--- config.mk ---
export PLATFORM = sky130hd
export DESIGN_NAME = spi_flash_responder
export DESIGN_NICKNAME = d
export VERILOG_FILES = /design/src/rtl/spi_flash_responder.sv
export SDC_FILE = /design/constraint.sdc
export NUM_CORES = 1
export LEC_CHECK = 0
export ABC_AREA = 1
export ABC_CLOCK_PERIOD_IN_PS = 2220
export CAP_MARGIN = 20
export CORE_MARGIN = 2
export CORE_UTILIZATION = 45
export DETAILED_ROUTE_END_ITERATION = 10
export GPL_TIMING_DRIVEN = 0
export SETUP_SLACK_MARGIN = 0.05
export SYNTH_ARGS = -nofsm -noshare
export SYNTH_HDL_FRONTEND = slang
export SYNTH_SLANG_ARGS = --single-unit
--- constraint.sdc ---
create_clock -name clk_i -period 2.22 [get_ports clk_i]
set_input_delay 0.222 -clock clk_i [delete_from_list [all_inputs] [get_ports clk_i]]
set_output_delay 0.222 -clock clk_i [all_outputs]
set_load 0.02 [all_outputs]
--- src/rtl/spi_flash_responder.sv ---
// Purpose : single-bit SPI (mode 0) flash target answering READ 0x03, FAST READ 0x0B and
//           JEDEC ID 0x9F, serving read data from a byte-wide synchronous memory port.
// Latency : SYNC_STAGES+1 clk_i from any pin edge to its effect (miso updated after sck fall).
// Backpressure: none; clk_i must be >= 8x the SPI clock and memory answers one clk_i after mem_re_o.
// Ports   : clk_i/rstn_i system clock and async active-low reset; spi_csb_i/spi_clk_i/spi_mosi_i
//           raw SPI pins; spi_miso_o/spi_miso_oe_o io1 data and tristate enable;
//           mem_re_o/mem_addr_o/mem_rdata_i backing memory read port; busy_o selected; cmd_o last cmd.
module spi_flash_responder #(
  parameter logic [23:0] JEDEC_ID    = 24'hEF4018,
  parameter int          SYNC_STAGES = 2
) (
  input  logic        clk_i,
  input  logic        rstn_i,
  input  logic        spi_csb_i,
  input  logic        spi_clk_i,
  input  logic        spi_mosi_i,
  output logic        spi_miso_o,
  output logic        spi_miso_oe_o,
  output logic        mem_re_o,
  output logic [23:0] mem_addr_o,
  input  logic [7:0]  mem_rdata_i,
  output logic        busy_o,
  output logic [7:0]  cmd_o
);

  typedef enum logic [2:0] {
    S_IDLE, S_CMD, S_ADDR, S_DUMMY, S_DATA, S_ID, S_IGNORE
  } state_e;

  // Pin synchronizers; csb idles deselected so a reset never looks like a select.
  logic [SYNC_STAGES-1:0] csb_sync_q, sck_sync_q, mosi_sync_q;
  logic                   sck_prev_q;
  logic                   csb_s, sck_s, mosi_s, sck_rise, sck_fall;

  always_ff @(posedge clk_i or negedge rstn_i) begin
    if (!rstn_i) begin
      csb_sync_q  <= '1;
      sck_sync_q  <= '0;
      mosi_sync_q <= '0;
      sck_prev_q  <= 1'b0;
    end else begin
      csb_sync_q  <= {csb_sync_q[SYNC_STAGES-2:0], spi_csb_i};
      sck_sync_q  <= {sck_sync_q[SYNC_STAGES-2:0], spi_clk_i};
      mosi_sync_q <= {mosi_sync_q[SYNC_STAGES-2:0], spi_mosi_i};
      sck_prev_q  <= sck_s;
    end
  end

  assign csb_s    = csb_sync_q[SYNC_STAGES-1];
  assign sck_s    = sck_sync_q[SYNC_STAGES-1];
  assign mosi_s   = mosi_sync_q[SYNC_STAGES-1];
  assign sck_rise = sck_s & ~sck_prev_q;
  assign sck_fall = ~sck_s & sck_prev_q;

  state_e      state_q;
  logic [2:0]  bit_cnt_q;
  logic [1:0]  byte_cnt_q;      // address byte index, or JEDEC byte index in ID
  logic [22:0] shin_q;          // 23 stored bits plus the live mosi bit form the 24-bit word
  logic [7:0]  shout_q, hold_q;
  logic        dummy_q, first_q;
  logic        rd_vld_q;        // mem_rdata_i valid this cycle
  logic        rd_to_shout_q;   // outstanding read is the first byte of the burst
  logic        pf_pend_q;       // prefetch waits one cycle so mem_re_o never repeats back-to-back
  logic        miso_q, oe_q, re_q, busy_q;
  logic [23:0] addr_q;
  logic [7:0]  cmd_q;
  logic [23:0] in_word;
  logic [7:0]  next_byte;

  assign in_word = {shin_q, mosi_s};

  // Byte loaded at a byte boundary: prefetched memory data or the next JEDEC byte (then 0xFF).
  always_comb begin
    next_byte = 8'hFF;
    if (state_q == S_DATA)       next_byte = hold_q;
    else if (byte_cnt_q == 2'd1) next_byte = JEDEC_ID[15:8];
    else if (byte_cnt_q == 2'd2) next_byte = JEDEC_ID[7:0];
  end

  always_ff @(posedge clk_i or negedge rstn_i) begin
    if (!rstn_i) begin
      state_q       <= S_IDLE;
      bit_cnt_q     <= 3'd0;
      byte_cnt_q    <= 2'd0;
      shin_q        <= '0;
      shout_q       <= 8'h00;
      hold_q        <= 8'h00;
      dummy_q       <= 1'b0;
      first_q       <= 1'b0;
      rd_vld_q      <= 1'b0;
      rd_to_shout_q <= 1'b0;
      pf_pend_q     <= 1'b0;
      miso_q        <= 1'b0;
      oe_q          <= 1'b0;
      re_q          <= 1'b0;
      busy_q        <= 1'b0;
      addr_q        <= 24'h000000;
      cmd_q         <= 8'h00;
    end else begin
      re_q     <= 1'b0;
      rd_vld_q <= re_q;
      if (csb_s) begin
        // Deselect wins over everything, including a coincident sck edge.
        state_q       <= S_IDLE;
        oe_q          <= 1'b0;
        miso_q        <= 1'b0;
        busy_q        <= 1'b0;
        rd_vld_q      <= 1'b0;
        rd_to_shout_q <= 1'b0;
        pf_pend_q     <= 1'b0;
      end else begin
        if (rd_vld_q) begin
          if (rd_to_shout_q) begin
            shout_q       <= mem_rdata_i;
            rd_to_shout_q <= 1'b0;
            addr_q        <= addr_q + 24'd1;
            pf_pend_q     <= 1'b1;
          end else begin
            hold_q <= mem_rdata_i;
          end
        end
        if (pf_pend_q) begin
          re_q      <= 1'b1;
          pf_pend_q <= 1'b0;
        end
        case (state_q)
          S_IDLE: begin
            state_q   <= S_CMD;
            busy_q    <= 1'b1;
            bit_cnt_q <= 3'd0;
          end
          S_CMD: if (sck_rise) begin
            shin_q    <= in_word[22:0];
            bit_cnt_q <= bit_cnt_q + 3'd1;
            if (bit_cnt_q == 3'd7) begin
              cmd_q      <= in_word[7:0];
              byte_cnt_q <= 2'd0;
              dummy_q    <= 1'b0;
              case (in_word[7:0])
                8'h03: state_q <= S_ADDR;
                8'h0B: begin
                  state_q <= S_ADDR;
                  dummy_q <= 1'b1;
                end
                8'h9F: begin
                  state_q    <= S_ID;
                  shout_q    <= JEDEC_ID[23:16];
                  byte_cnt_q <= 2'd1;
                  oe_q       <= 1'b1;
                  first_q    <= 1'b1;
                end
                default: state_q <= S_IGNORE;
              endcase
            end
          end
          S_ADDR: if (sck_rise) begin
            shin_q    <= in_word[22:0];
            bit_cnt_q <= bit_cnt_q + 3'd1;
            if (bit_cnt_q == 3'd7) begin
              if (byte_cnt_q == 2'd2) begin
                addr_q        <= in_word;
                re_q          <= 1'b1;
                rd_to_shout_q <= 1'b1;
                first_q       <= 1'b1;
                if (dummy_q) begin
                  state_q <= S_DUMMY;
                end else begin
                  state_q <= S_DATA;
                  oe_q    <= 1'b1;
                end
              end else begin
                byte_cnt_q <= byte_cnt_q + 2'd1;
              end
            end
          end
          S_DUMMY: if (sck_rise) begin
            bit_cnt_q <= bit_cnt_q + 3'd1;
            if (bit_cnt_q == 3'd7) begin
              state_q <= S_DATA;
              oe_q    <= 1'b1;
            end
          end
          S_DATA, S_ID: if (sck_fall) begin
            bit_cnt_q <= bit_cnt_q + 3'd1;
            first_q   <= 1'b0;
            if (bit_cnt_q == 3'd0 && !first_q) begin
              // Byte boundary: move the next byte in and, for memory reads, prefetch again.
              miso_q  <= next_byte[7];
              shout_q <= {next_byte[6:0], 1'b0};
              if (state_q == S_DATA) begin
                addr_q <= addr_q + 24'd1;
                re_q   <= 1'b1;
              end else if (byte_cnt_q != 2'd3) begin
                byte_cnt_q <= byte_cnt_q + 2'd1;
              end
            end else begin
              miso_q  <= shout_q[7];
              shout_q <= {shout_q[6:0], 1'b0};
            end
          end
          default: ;  // S_IGNORE: wait for deselect
        endcase
      end
    end
  end

  assign spi_miso_o    = miso_q;
  assign spi_miso_oe_o = oe_q;
  assign mem_re_o      = re_q;
  assign mem_addr_o    = addr_q;
  assign busy_o        = busy_q;
  assign cmd_o         = cmd_q;

endmodule
==> qor.csv <==
stage,metric,value,unit
timing,Final Setup Violations,0,
routing,DR DRC count,0,
yosys,Synth area leader,dfrtp_1,
floorplanning,Die X,114.4,um
power_and_ir_drop,Pwr Density,1175,nW/um^2
timing,Tcrit/Tclk final,89.76,%
routing,First-pass DRT Iterations,5,
clocking,CTS tree,yes,
placement,gpl congestion,0.9620,
cells_and_area,nets@finish,829,
yosys,Yosys reg bits,95,
cells_and_area,Layout Area Growth over Synthesis,20.06,%
yosys,ys async rst share,100.0,%
clocking,total CTS buffers,9,
outcome,status,finished clean,
timing,Achievable Freq,501.9,MHz
timing,relative slew slack,55.37,%
global_route,largest net degree at the start of global routing,52,
clocking,worst skew pair latency,0.36,ns
placement,Setup WS pre-CTS,-0.04119,ns
timing,final-report hold violation count,0,
floorplanning,starting density of the core,45.88,%
global_route,initial antenna violation count,0,
setup_path,critical path arrival,2.25,ns
floorplanning,Die Y,114.4,um
yosys,total nets after synthesis,766,
timing,fin worst setup slack,0.2274,ns
min_path,Hold Path Class,primary input to flop,
clocking,Worst-path clk slew,0.07,ns
setup_path,crit end category,flop,
setup_path,R2R Path End,mem_addr_o[19],
yosys,top-count cell post-synth,nand2_1,
power_and_ir_drop,P_leak,3.090,nW
setup_path,worst r2r src,bit_cnt_q[0],
routing,Routed WL,15.77,mm
setup_path,CP startpoint,bit_cnt_q[0],
cells_and_area,register area,2382,sq um
yosys,sequential-to-total area share from yosys stat,43.37,%
clocking,Sink Count,95,
cells_and_area,layout cell share with drive strength beyond 1,10.32,%
timing,TNS Setup,0,ns
timing,Worst Max-Slew Pin Slew,0.6694,ns
cells_and_area,# fillers,1144,
yosys,Mapped Cells,746,
floorplanning,row count,40,
yosys,synthesized area,5488,sq um
timing,Worst Clk Skew,0.006994,ns
setup_path,startpoint types,flop,
timing,Max Slew Vio Count,0,
setup_path,critical path required time,2.48,ns
floorplanning,core outline area,11960,sq um
setup_path,CP Class,flop to flop,
routing,Avg WL per Cell,16.41,um
setup_path,CP endpoint,mem_addr_o[19],
yosys,Main synth FF type,dfrtp_1,
timing,Hold Slack,0.2734,ns
global_route,Global Route Usage Sum,25.89,%
clocking,htree depth,3,
routing,initial drt markers,394,
yosys,"EDFF count, synth",0,
timing,unrepaired setup endpoints after global routing,false,
power_and_ir_drop,maximum VDD drop,616.0,uV
timing,Tmin final,1.993,ns
cells_and_area,ant diodes,0,
yosys,Cell variety after synth,40,
setup_path,reg2reg path depth,13,
placement,port bufs,48,
setup_path,Reg2Reg Setup Slack,0.23,ns
routing,Vias/cell,5.583,
yosys,Synth warnings,0,
placement,DP Wirelength,11.75,mm
job,maxcap violations,0,
routing,DR vias,5365,
global_route,first-pass GRT wire length,26.38,mm
setup_path,critical-path maximum fanout,6,
floorplanning,full die area,13090,sq um
yosys,Synth top area share,42.41,%
yosys,Synth top cells by count,"nand2_1 (182), dfrtp_1 (93), inv_1 (87)",
yosys,Avg Inst Size Synth,7.356,sq um
clocking,Root Buffer,clkbuf_16,
clocking,CTS Buffer Depth,2,
yosys,main area contributors after synthesis,"dfrtp_1 (42%), nand2_1 (12%), inv_1 (6.0%), o21ai_0 (5.7%), a21oi_1 (5.6%)",
global_route,GRT overflow,0,
floorplanning,num ports,49,
routing,Post-DRT Antenna Nets,0,
global_route,vias in the first global route,5152,
cells_and_area,area of the multi-input gates,2630,sq um
==> what timing repair did <==
item | 4_1_cts | 5_1_grt
buffers inserted | 0 | 3
pin swaps | 0 | 2
hold endpoints to repair | 44 | 0
endpoints found under the setup margin | 22 | 26
gates resized for setup | 2 | 13
hold buffers | 1 | 0
==> cell type report <==
cell class                 count  area share (%)
buffer                        23           2.203
clock buffer                   9           3.418
clock inverter                 7           1.823
inverter                      96           5.526
multi-input combinational    531           39.92
sequential                    95           36.16
tap                          147           2.791
timing repair buffer          53           8.166
==> placed cells by master (no fill, tap or decap), drive strengths merged, types with 4 or more instances in the layout <==
cell and count:
nand2 189, inv 96, dfrtp 93, nor2 86, o21ai 69, a21oi 61
nand3 56, clkdlybuf4s50 47, buf 21, clkbuf 16, a31oi 11, nand4 9
nor3 9, mux2 7, ha 7, a22oi 5, o22ai 4, o31ai 4
o211ai 4
==> sequential cells by signal, summed over array words and instances, names as in the netlist <==
name	cells
first_q	1
bit_cnt_q	3
csb_sync_q	2
shin_q	23
cmd_o	8
shout_q	8
spi_miso_oe_o	1
sck_sync_q	2
busy_o	1
sck_prev_q	1
rd_vld_q	1
state_q	3
hold_q	8
mosi_sync_q	2
rd_to_shout_q	1
mem_addr_o	24
spi_miso_o	1
dummy_q	1
mem_re_o	1
pf_pend_q	1
byte_cnt_q	2
==> how the worst min path moves through the flow <==
stage	startpoint	to	slack, ns	cells past startpoint
CTS	spi_csb_i	csb_sync_q[0]	0.26	1
detailed placement	rstn_i	shin_q[12]	0.27	1
global placement	mosi_sync_q[0]	mosi_sync_q[1]	0.33	0
finish	spi_csb_i	csb_sync_q[0]	0.27	1
floorplan	rstn_i	bit_cnt_q[0]	-0.07	0
global route	spi_csb_i	csb_sync_q[0]	0.26	1
==> cell families after synthesis <==
group | synth area share [%]
buffers and inverters | 9.188
XOR/XNOR | 0.3193
adder cells (fa/ha/maj) | 1.596
AND/OR/NAND/NOR | 27.59
AO/OA/AOI/OAI | 16.51
flip-flops | 43.37
multiplexers | 1.436
==> routing by layer <==
| metal | global-route usage, % | routed length (um) |
|---|---|---|
| met1 | 34.99 | 6874 |
| met2 | 41.14 | 7438 |
| met3 | 4.394 | 945 |
| met4 | 11.22 | 511 |
| met5 | 0 | 0 |
==> metrics by stage <==
stage               std cells  cell area [sq um]  util (%)  total power [W]
finish                    961               6589     55.08         0.007743
global route              961               6589     55.08         0.008330
CTS                       958               6531     54.60         0.007690
detailed placement        942               6177     51.64         0.005855
global placement          941               6152     51.43         0.005775
floorplan                 746               5488         -         0.004791
==> where the power goes <==
part | total, W | internal, W | leakage [nW] | switching, W
registers | 0.00281 | 0.00226 | 1.16 | 0.000556
clock network | 0.00181 | 0.00110 | 0.166 | 0.000701
logic | 0.00312 | 0.00115 | 1.77 | 0.00197
total | 0.00774 | 0.00452 | 3.09 | 0.00323
==> critical path, stage by stage, from the launching register on <==
cell	delay [ns]
dfrtp_1	0.40
ha_1	0.21
ha_1	0.19
inv_1	0.12
nor2_2	0.08
nand2_2	0.10
nor2_4	0.07
buf_4	0.15
a21oi_1	0.26
nand2_1	0.09
inv_1	0.05
nand3_1	0.07
nand2_1	0.06
inv_1	0.03
Note: power is estimated with default switching activity, not from simulation.
